==> src/rtl/uart_pkg.sv <==
// rtl/uart_pkg.sv - shared UART constants, parity types and state encoding
package uart_pkg;

    localparam int DATA_WIDTH = 8;

    localparam logic PAR_EVEN = 1'b0;
    localparam logic PAR_ODD  = 1'b1;

    localparam logic [4:0] DEFAULT_PRESCALE = 5'd16;

    // Frame phases, shared by the transmitter and the receiver
    typedef enum logic [2:0] {
        ST_IDLE,
        ST_START,
        ST_DATA,
        ST_PARITY,
        ST_STOP
    } uart_state_e;

endpackage

==> src/rtl/uart_tx_if.sv <==
// rtl/uart_tx_if.sv - producer-facing handshake and serial line of the UART transmitter
interface uart_tx_if;
    import uart_pkg::*;

    logic [DATA_WIDTH-1:0] P_DATA;
    logic                  Data_Valid;
    logic                  PAR_EN;
    logic                  PAR_TYP;
    logic [4:0]            Prescale;
    logic                  TX_OUT;
    logic                  Busy;

    modport master (
        output P_DATA, Data_Valid, PAR_EN, PAR_TYP, Prescale,
        input  TX_OUT, Busy
    );

    modport slave (
        input  P_DATA, Data_Valid, PAR_EN, PAR_TYP, Prescale,
        output TX_OUT, Busy
    );

endinterface

==> src/rtl/uart_tx_parity_calc.sv <==
// rtl/uart_tx_parity_calc.sv - parity bit of the latched byte
module uart_tx_parity_calc
    import uart_pkg::*;
(
    input  logic [DATA_WIDTH-1:0] data,
    input  logic                  par_typ,
    output logic                  par_bit
);

    // Even parity is the plain XOR reduction; odd parity is its inverse
    assign par_bit = (par_typ == PAR_EVEN) ? (^data) : ~(^data);

endmodule

==> src/rtl/uart_tx.sv <==
// rtl/uart_tx.sv - UART transmitter: start, 8 data bits LSB first, optional parity, stop
module uart_tx
    import uart_pkg::*;
(
    input  logic      CLK,
    input  logic      RST,
    uart_tx_if.slave  bus
);

    localparam logic [2:0] LAST_IDX = 3'(DATA_WIDTH - 1);

    uart_state_e           state_q, state_d;
    logic [4:0]            cnt_q, cnt_d;
    logic [2:0]            idx_q, idx_d;
    logic [DATA_WIDTH-1:0] data_q, data_d;
    logic                  par_en_q, par_en_d;
    logic                  par_typ_q, par_typ_d;
    logic [4:0]            ps_last_q, ps_last_d;
    logic                  tx_q, tx_d;
    logic                  busy_q, busy_d;

    logic                  par_bit;
    logic                  bit_done;
    logic [2:0]            idx_inc;

    uart_tx_parity_calc u_parity (
        .data    (data_q),
        .par_typ (par_typ_q),
        .par_bit (par_bit)
    );

    // The shadow holds Prescale-1, so a bit ends when the counter reaches it
    assign bit_done = (cnt_q == ps_last_q);
    assign idx_inc  = idx_q + 3'd1;

    // Next state, counters, shadow and the line value for the coming cycle
    always_comb begin
        state_d   = state_q;
        cnt_d     = cnt_q;
        idx_d     = idx_q;
        data_d    = data_q;
        par_en_d  = par_en_q;
        par_typ_d = par_typ_q;
        ps_last_d = ps_last_q;
        tx_d      = tx_q;
        busy_d    = busy_q;

        case (state_q)
            ST_IDLE: begin
                tx_d   = 1'b1;
                busy_d = 1'b0;
                cnt_d  = 5'd0;
                idx_d  = 3'd0;
                if (bus.Data_Valid) begin
                    data_d    = bus.P_DATA;
                    par_en_d  = bus.PAR_EN;
                    par_typ_d = bus.PAR_TYP;
                    ps_last_d = (bus.Prescale == 5'd0) ? 5'd0 : (bus.Prescale - 5'd1);
                    state_d   = ST_START;
                    tx_d      = 1'b0;
                    busy_d    = 1'b1;
                end
            end
            ST_START: begin
                cnt_d = cnt_q + 5'd1;
                if (bit_done) begin
                    cnt_d   = 5'd0;
                    idx_d   = 3'd0;
                    state_d = ST_DATA;
                    tx_d    = data_q[0];
                end
            end
            ST_DATA: begin
                cnt_d = cnt_q + 5'd1;
                if (bit_done) begin
                    cnt_d = 5'd0;
                    if (idx_q == LAST_IDX) begin
                        if (par_en_q) begin
                            state_d = ST_PARITY;
                            tx_d    = par_bit;
                        end else begin
                            state_d = ST_STOP;
                            tx_d    = 1'b1;
                        end
                    end else begin
                        idx_d = idx_inc;
                        tx_d  = data_q[idx_inc];
                    end
                end
            end
            ST_PARITY: begin
                cnt_d = cnt_q + 5'd1;
                if (bit_done) begin
                    cnt_d   = 5'd0;
                    state_d = ST_STOP;
                    tx_d    = 1'b1;
                end
            end
            ST_STOP: begin
                cnt_d = cnt_q + 5'd1;
                if (bit_done) begin
                    cnt_d   = 5'd0;
                    state_d = ST_IDLE;
                    tx_d    = 1'b1;
                    busy_d  = 1'b0;
                end
            end
            default: begin
                state_d = ST_IDLE;
                cnt_d   = 5'd0;
                idx_d   = 3'd0;
                tx_d    = 1'b1;
                busy_d  = 1'b0;
            end
        endcase
    end

    // State, counters, shadow and registered outputs; reset forces an idle line at once
    always_ff @(posedge CLK or negedge RST) begin
        if (!RST) begin
            state_q   <= ST_IDLE;
            cnt_q     <= 5'd0;
            idx_q     <= 3'd0;
            data_q    <= '0;
            par_en_q  <= 1'b0;
            par_typ_q <= 1'b0;
            ps_last_q <= 5'd0;
            tx_q      <= 1'b1;
            busy_q    <= 1'b0;
        end else begin
            state_q   <= state_d;
            cnt_q     <= cnt_d;
            idx_q     <= idx_d;
            data_q    <= data_d;
            par_en_q  <= par_en_d;
            par_typ_q <= par_typ_d;
            ps_last_q <= ps_last_d;
            tx_q      <= tx_d;
            busy_q    <= busy_d;
        end
    end

    assign bus.TX_OUT = tx_q;
    assign bus.Busy   = busy_q;

endmodule

==> src/flat_wrapper.sv <==
// flat-port wrapper written by rule: the top's interface ports become plain ports
module uart_tx_flat import uart_pkg::*;
  (CLK, RST, bus_P_DATA, bus_Data_Valid, bus_PAR_EN, bus_PAR_TYP, bus_Prescale, bus_TX_OUT, bus_Busy);
  uart_tx_if bus_i ();
  input  logic CLK;
  input  logic RST;
  input wire logic [$bits(bus_i.P_DATA)-1:0] bus_P_DATA;
  input wire logic [$bits(bus_i.Data_Valid)-1:0] bus_Data_Valid;
  input wire logic [$bits(bus_i.PAR_EN)-1:0] bus_PAR_EN;
  input wire logic [$bits(bus_i.PAR_TYP)-1:0] bus_PAR_TYP;
  input wire logic [$bits(bus_i.Prescale)-1:0] bus_Prescale;
  output wire logic [$bits(bus_i.TX_OUT)-1:0] bus_TX_OUT;
  output wire logic [$bits(bus_i.Busy)-1:0] bus_Busy;
  assign bus_i.P_DATA = bus_P_DATA;
  assign bus_i.Data_Valid = bus_Data_Valid;
  assign bus_i.PAR_EN = bus_PAR_EN;
  assign bus_i.PAR_TYP = bus_PAR_TYP;
  assign bus_i.Prescale = bus_Prescale;
  assign bus_TX_OUT = bus_i.TX_OUT;
  assign bus_Busy = bus_i.Busy;
  uart_tx u_core (.CLK(CLK), .RST(RST), .bus(bus_i));
endmodule
==> config.mk <==
export PLATFORM = sky130hd
export DESIGN_NAME = uart_tx_flat
export DESIGN_NICKNAME = d
export VERILOG_FILES = /design/src/rtl/uart_pkg.sv /design/src/rtl/uart_tx_if.sv /design/src/rtl/uart_tx_parity_calc.sv /design/src/rtl/uart_tx.sv /design/src/flat_wrapper.sv
export SDC_FILE = /design/constraint.sdc
export NUM_CORES = 1
export LEC_CHECK = 0
export BUFFER_PORTS_ARGS = -buffer_cell sky130_fd_sc_hd__clkbuf_2
export CAP_MARGIN = 20
export CORE_ASPECT_RATIO = 1.5
export CORE_UTILIZATION = 30
export DETAILED_ROUTE_END_ITERATION = 16
export PLACE_DENSITY = 0.5
export SLEW_MARGIN = 20
export SYNTH_ARGS = -nofsm -noshare
export SYNTH_HDL_FRONTEND = slang
export SYNTH_HIERARCHICAL = 1
export SYNTH_SLANG_ARGS = --single-unit
==> constraint.sdc <==
create_clock -name CLK -period 2.2 [get_ports CLK]
set_input_delay 0.11 -clock CLK [delete_from_list [all_inputs] [get_ports CLK]]
set_output_delay 0.11 -clock CLK [all_outputs]
set_load 0.01 [all_outputs]
# Yosys cells after proc, flatten, opt, wreduce, memory -nomap -nowiden
# Cells that the tools add are included.
# op_classes
eq_ne	14
bitwise	3
n_reduce_logical	11
add_sub_neg	3
n_lt_le_gt_ge	1
n_mux	27
# op_table
cell	n
$mux W3	9
$mux W5	3
$pmux W3 S5	1
$ne A2 B1 Y1 const B	6
$mux W1	10
$pmux W3 S3	1
$reduce_xor A8 Y1	1
$eq A3 B2 Y1 const B	2
$eq A3 B3 Y1 const B	2
$reduce_and A6 Y1	1
$add A5 B1 Y5 const B	1
$eq A5 B5 Y1	1
$logic_not A5 Y1	1
$sub A5 B1 Y5 const B	1
$lt A3 B4 Y1 const B	1
$ne A2 B2 Y1 const B	2
$pmux W1 S4	1
$reduce_and A2 Y1	2
$reduce_and A4 Y1	1
$reduce_or A4 Y1	1
$add A3 B1 Y3 const B	1
$bmux W1 S3	1
$eq A3 B1 Y1 const B	1
$logic_not A3 Y1	1
5 further kinds	7
# word_totals
word_cells	68
output_inout_bits	2
register_bits	28

# Logic depth before layout (Yosys ltp)
# logic_depth
word_depth	7
ltp_mapped	7
mapped_depth_nobuf	7

# Hierarchy
# Netlist, hierarchy kept.
# by_module_without_submodules
module	area_per_inst_um2	seq_area_each_um2	cells_per_inst	instances
uart_tx	1552.7	701.9	169	1
uart_tx_parity_calc	82.6	0.0	7	1

# Worst setup path before layout
# Ideal clock, no wire load.
# synth_timing
kind	register -> register
startpoint	register u_core.data_q[4]
endpoint	register u_core.tx_q, in the netlist u_core/bus.TX_OUT
path_stages_with_launch	8
path_buffers	0
t_arrival_ns	1.510
synth_period_minus_slack_ns	1.587
path_slack_ns	0.613
required_time_ns	2.123
setup_time_ns	0.077
cell_sequence	dfrtp_1 > xnor2_1 > xnor3_1 > xnor2_1 > inv_1 > a21boi_0 > o32ai_1 > a31oi_1
# synth_between
elab_chain_cells	7
word_cells_on_any_way	9
cone_classes	7 x mux; 1 x bitwise; 1 x reduce/logical
# synth_rtl
item	line	source
start, declared	uart_tx.sv:15	logic [DATA_WIDTH-1:0] data_q, data_d;
start signal, assigned	uart_tx.sv:134	data_q <= data_d;
$reduce_xor A8 Y1 (*)	uart_tx_parity_calc.sv:11	assign par_bit = (par_typ == PAR_EVEN) ? (^data) : ~(^data);
$not A1 Y1	uart_tx_parity_calc.sv:11	
$mux W1 (*)	uart_tx_parity_calc.sv:11	
named net u_core.par_bit	uart_tx.sv:22	logic par_bit;
$mux W1 (*)	uart_tx.sv:78	if (par_en_q) begin
$mux W1 (*)	uart_tx.sv:77	if (idx_q == LAST_IDX) begin
$mux W1 (*)	uart_tx.sv:75	if (bit_done) begin
$pmux W1 S4 (*)	uart_tx.sv:48	case (state_q)
end signal, assigned	uart_tx.sv:138	tx_q <= tx_d;
end, declared	uart_tx.sv:19	logic tx_q, tx_d;
# The timed path passes the listed nets; every way through them passes the cells marked *. The select of a mux whose other input is x is not followed.
# A chain may end at the register's enable or synchronous reset.

# Worst setup path in the final report
# Ends and elaborated chain as after synthesis.

==> impl_metrics.toml <==
[power]
p_int_w = 0.00150
sw_frac_of_total = 0.411
combPwrFrac = 0.491
powerDensity_mw_per_mm2 = 1380
p_switching_w = 0.00105
vdd_drop_max_v = 0.000446
clkPwrFrac = 0.127
seq_power_share = 0.382
p_leak_nw = 0.856

[placed_design]
gp_congestion = 0.821
dp_hpwl_microns = 2480
placed_cells = 256
placement.io_buffers = 19
preCtsSetupSlack_ns = 0.498

[die]
row_count = 32
dieHeight_microns = 92.4
die-area_sq_mm = 0.00576
core_area_sq_mm = 0.00520
die_x_microns = 62.3
start_util = 0.314
ios = 20

[sta]
setup_ws_ns = 0.488
hold_viol = 0
fin_tns_setup_ns = 0
max_slew_margin = 0.529
tightest_slew_ns = 0.707
fin_skew_ns = 0.00609
timing.hold.ws_ns = 0.0104
finalSetupViolCount = 0
fmax_mhz = 584
drv_slew = 0
rsz0062_at_grt = "no"
fin_crit_sh = 0.778
fin_crit_ns = 1.71

[cts]
clockRootBuffer = "clkbuf_8"
path_clk_slew_ns = 0.10
cts_tree = "built"
numCtsBuffers = 3
cts_max_level = 1
clk_path_buf_depth = 2
cts_setup_buffers = 0
insertion_delay_ns = 0.28
clock_sinks = 28

[grt]
antenna_found_initial = 0
grt_pass1_vias = 1220
grt_use_total = 0.132
grt_pass1_wl_microns = 5870
gr-total-overflow = 0
grt_start_max_net_pins = 29

[setup_path]
r2r_setup_slack_ns = 0.49
worst_r2r_endpoint = "u_core/bus.TX_OUT$_DFFE_PN1P_"
r2r_start = "u_core/data_q[4]$_DFFE_PN0P_"
end_kind = "flop"
path_class = "flop to flop"
crit_slowest_cell = "dfrtp_1"
arrival_ns = 1.92
worstRegToRegCells = 7
path_cells = "xnor2_1, xnor3_1, xnor2_1, inv_1, a21boi_0, o32ai_1, a31oi_1"
path_common_cell = "xnor2_1"
cp_max_fo = 3
cpPeakStageDelay_ns = 0.41
worstSetupStartpointType = "flop"
cp_data_required_time_ns = 2.41

[detailed_routing]
wl_met2_microns = 1580
drcViolationCount = 0
wl_met1_microns = 1520
vias_per_cell = 4.63
wl_met3_microns = 87
drt_iter0_drc = 25
drtPass1Iterations = 4
vias = 1219
top_layer_used = "met4"
drtAntennaViolNets = 0
wirelength_microns = 3300
routedWlPerCell_microns = 12.6

[job]
max-cap-violations = 0

[yosys]
synth_top_area_share = 0.413
synth_warnings = 6
synth_seq_area_share = 0.429
synth_common_cells = "nand2_1 (41), dfrtp_1 (27), xnor2_1 (14)"
synth_top_cell_by_area = "dfrtp_1"
synth_edf_count = 0
ys_top_cells_by_area = "dfrtp_1 (41%), nand2_1 (9.4%), xnor2_1 (7.5%)"
synth.most_common_cell = "nand2_1"
synth_ff_type = "dfrtp_1"
async_reset_ff_frac = 1.00
syn_area_sq_mm = 0.00164
synth-seq-cells = 28
ys_types = 43
syn-num-nets = 198
synth_cells = 176
syn_avg_cell_area_sq_um = 9.29

[layout]
final_cells = 263
finish.utilization = 0.354
syn2layout_area_growth_pct = 12.6
nets = 218
post_route_cells_drive_above_1_share = 0.179
diodes = 0

[worst_hold_path]
hold_path_startpoint = "bus_P_DATA[6]"
min_path_type = "input port to flop"
min_delay_worst_endpoint = "u_core/data_q[6]$_DFFE_PN0P_"
whs_path_depth = 3

[outcome]
status = "finished clean"
## per-layer routing
metal | vias up | track usage
met5 | - | 0
met3 | 7 | 0.0148
met4 | 0 | 0.0795
li1 | 624 | -
met1 | 565 | 0.163
met2 | 23 | 0.221
## area by class of cell
| cell class | instances | area [sq um] |
|---|---|---|
| fill | 555 | 3360 |
| multi-input combinational | 130 | 833 |
| timing repair buffer | 22 | 125 |
| sequential | 28 | 702 |
| tap | 68 | 85.1 |
| clock buffer | 4 | 55.1 |
| inverter | 11 | 41.3 |
## kinds of logic after synthesis
group                      Yosys count  synth area share
xor gates and xnor gates            19             0.115
AOI/OAI and AO/OA                   26             0.117
adders and majority gates            4            0.0306
buffers and inverters               18            0.0612
and+or+nand+nor                     76             0.217
DFF                                 28             0.429
muxes                                5            0.0306
## sequential cells by signal, summed over array words and instances (netlist names)
signal and count:
u_core/par_en_q 1, u_core/cnt_q 5, u_core/state_q 3, u_core/par_typ_q 1
u_core/bus.Busy 1, u_core/idx_q 3, u_core/bus.TX_OUT 1, u_core/ps_last_q 5
u_core/data_q 8
## through the flow
stage          instance area, sq um  total power (W)
2_1_floorplan                  1640          0.00200
3_3_place_gp                   1760          0.00223
3_5_place_dp                   1760          0.00223
4_1_cts                        1830          0.00258
5_1_grt                        1840          0.00278
6_report                       1840          0.00254
## worst max-delay path by stage
stage / from / endpoint / slack (ns) / depth (start not counted)
finish: u_core/data_q[4]$_DFFE_PN0P_ / u_core/bus.TX_OUT$_DFFE_PN1P_ / 0.49 / 7
global placement: u_core/idx_q[0]$_DFFE_PN0P_ / u_core/state_q[0]$_DFFE_PN0P_ / 0.54 / 6
CTS: u_core/data_q[4]$_DFFE_PN0P_ / u_core/bus.TX_OUT$_DFFE_PN1P_ / 0.48 / 7
global route: u_core/state_q[0]$_DFFE_PN0P_ / u_core/ps_last_q[3]$_DFFE_PN0P_ / 0.32 / 4
detailed placement: u_core/data_q[4]$_DFFE_PN0P_ / u_core/bus.TX_OUT$_DFFE_PN1P_ / 0.50 / 7
floorplan: u_core/data_q[4]$_DFFE_PN0P_ / u_core/bus.TX_OUT$_DFFE_PN1P_ / 0.61 / 7
## worst max-delay path, delay by kind of cell (launching register included)
kind / cells / cell delay, ns
buffers and inverters: 1 / 0.05
XOR/XNOR: 3 / 0.73
flip-flops: 1 / 0.41
AO/OA/AOI/OAI: 3 / 0.45
## what timing repair did
item                      4_1_cts  5_1_grt
hold endpoints to repair       28        1
resized for setup               0        0
hold buffers                    2        1
## placed cells by master, fill, tap and decap left out, types with 2 or more instances in the layout
cell / synthesis / routed
nand2_1: 41 / 41
dfrtp_1: 27 / 27
clkbuf_2: 0 / 19
xnor2_1: 14 / 14
nor2_1: 11 / 11
inv_1: 11 / 11
nand3_1: 9 / 9
mux2i_1: 5 / 5
o21ai_1: 5 / 5
clkbuf_8: 0 / 4
ha_1: 4 / 4
dlygate4sd3_1: 0 / 3
o21ai_2: 3 / 3
xor2_1: 3 / 3
and3_1: 2 / 2
nand4_1: 2 / 2
a21boi_0: 2 / 2
a31oi_1: 2 / 2
nor2_2: 2 / 2
o21ai_0: 2 / 2
o221ai_1: 2 / 2
## power by group through the flow
stage / Sequential (W) / Combinational (W) / Clock [W]
2_1_floorplan: 0.000903 / 0.00110 / 0
3_3_place_gp: 0.000986 / 0.00124 / 0
3_5_place_dp: 0.000986 / 0.00125 / 0
4_1_cts: 0.000975 / 0.00126 / 0.000347
5_1_grt: 0.00101 / 0.00140 / 0.000369
6_report: 0.000972 / 0.00125 / 0.000323
Note: power is estimated with default switching activity, not from simulation.
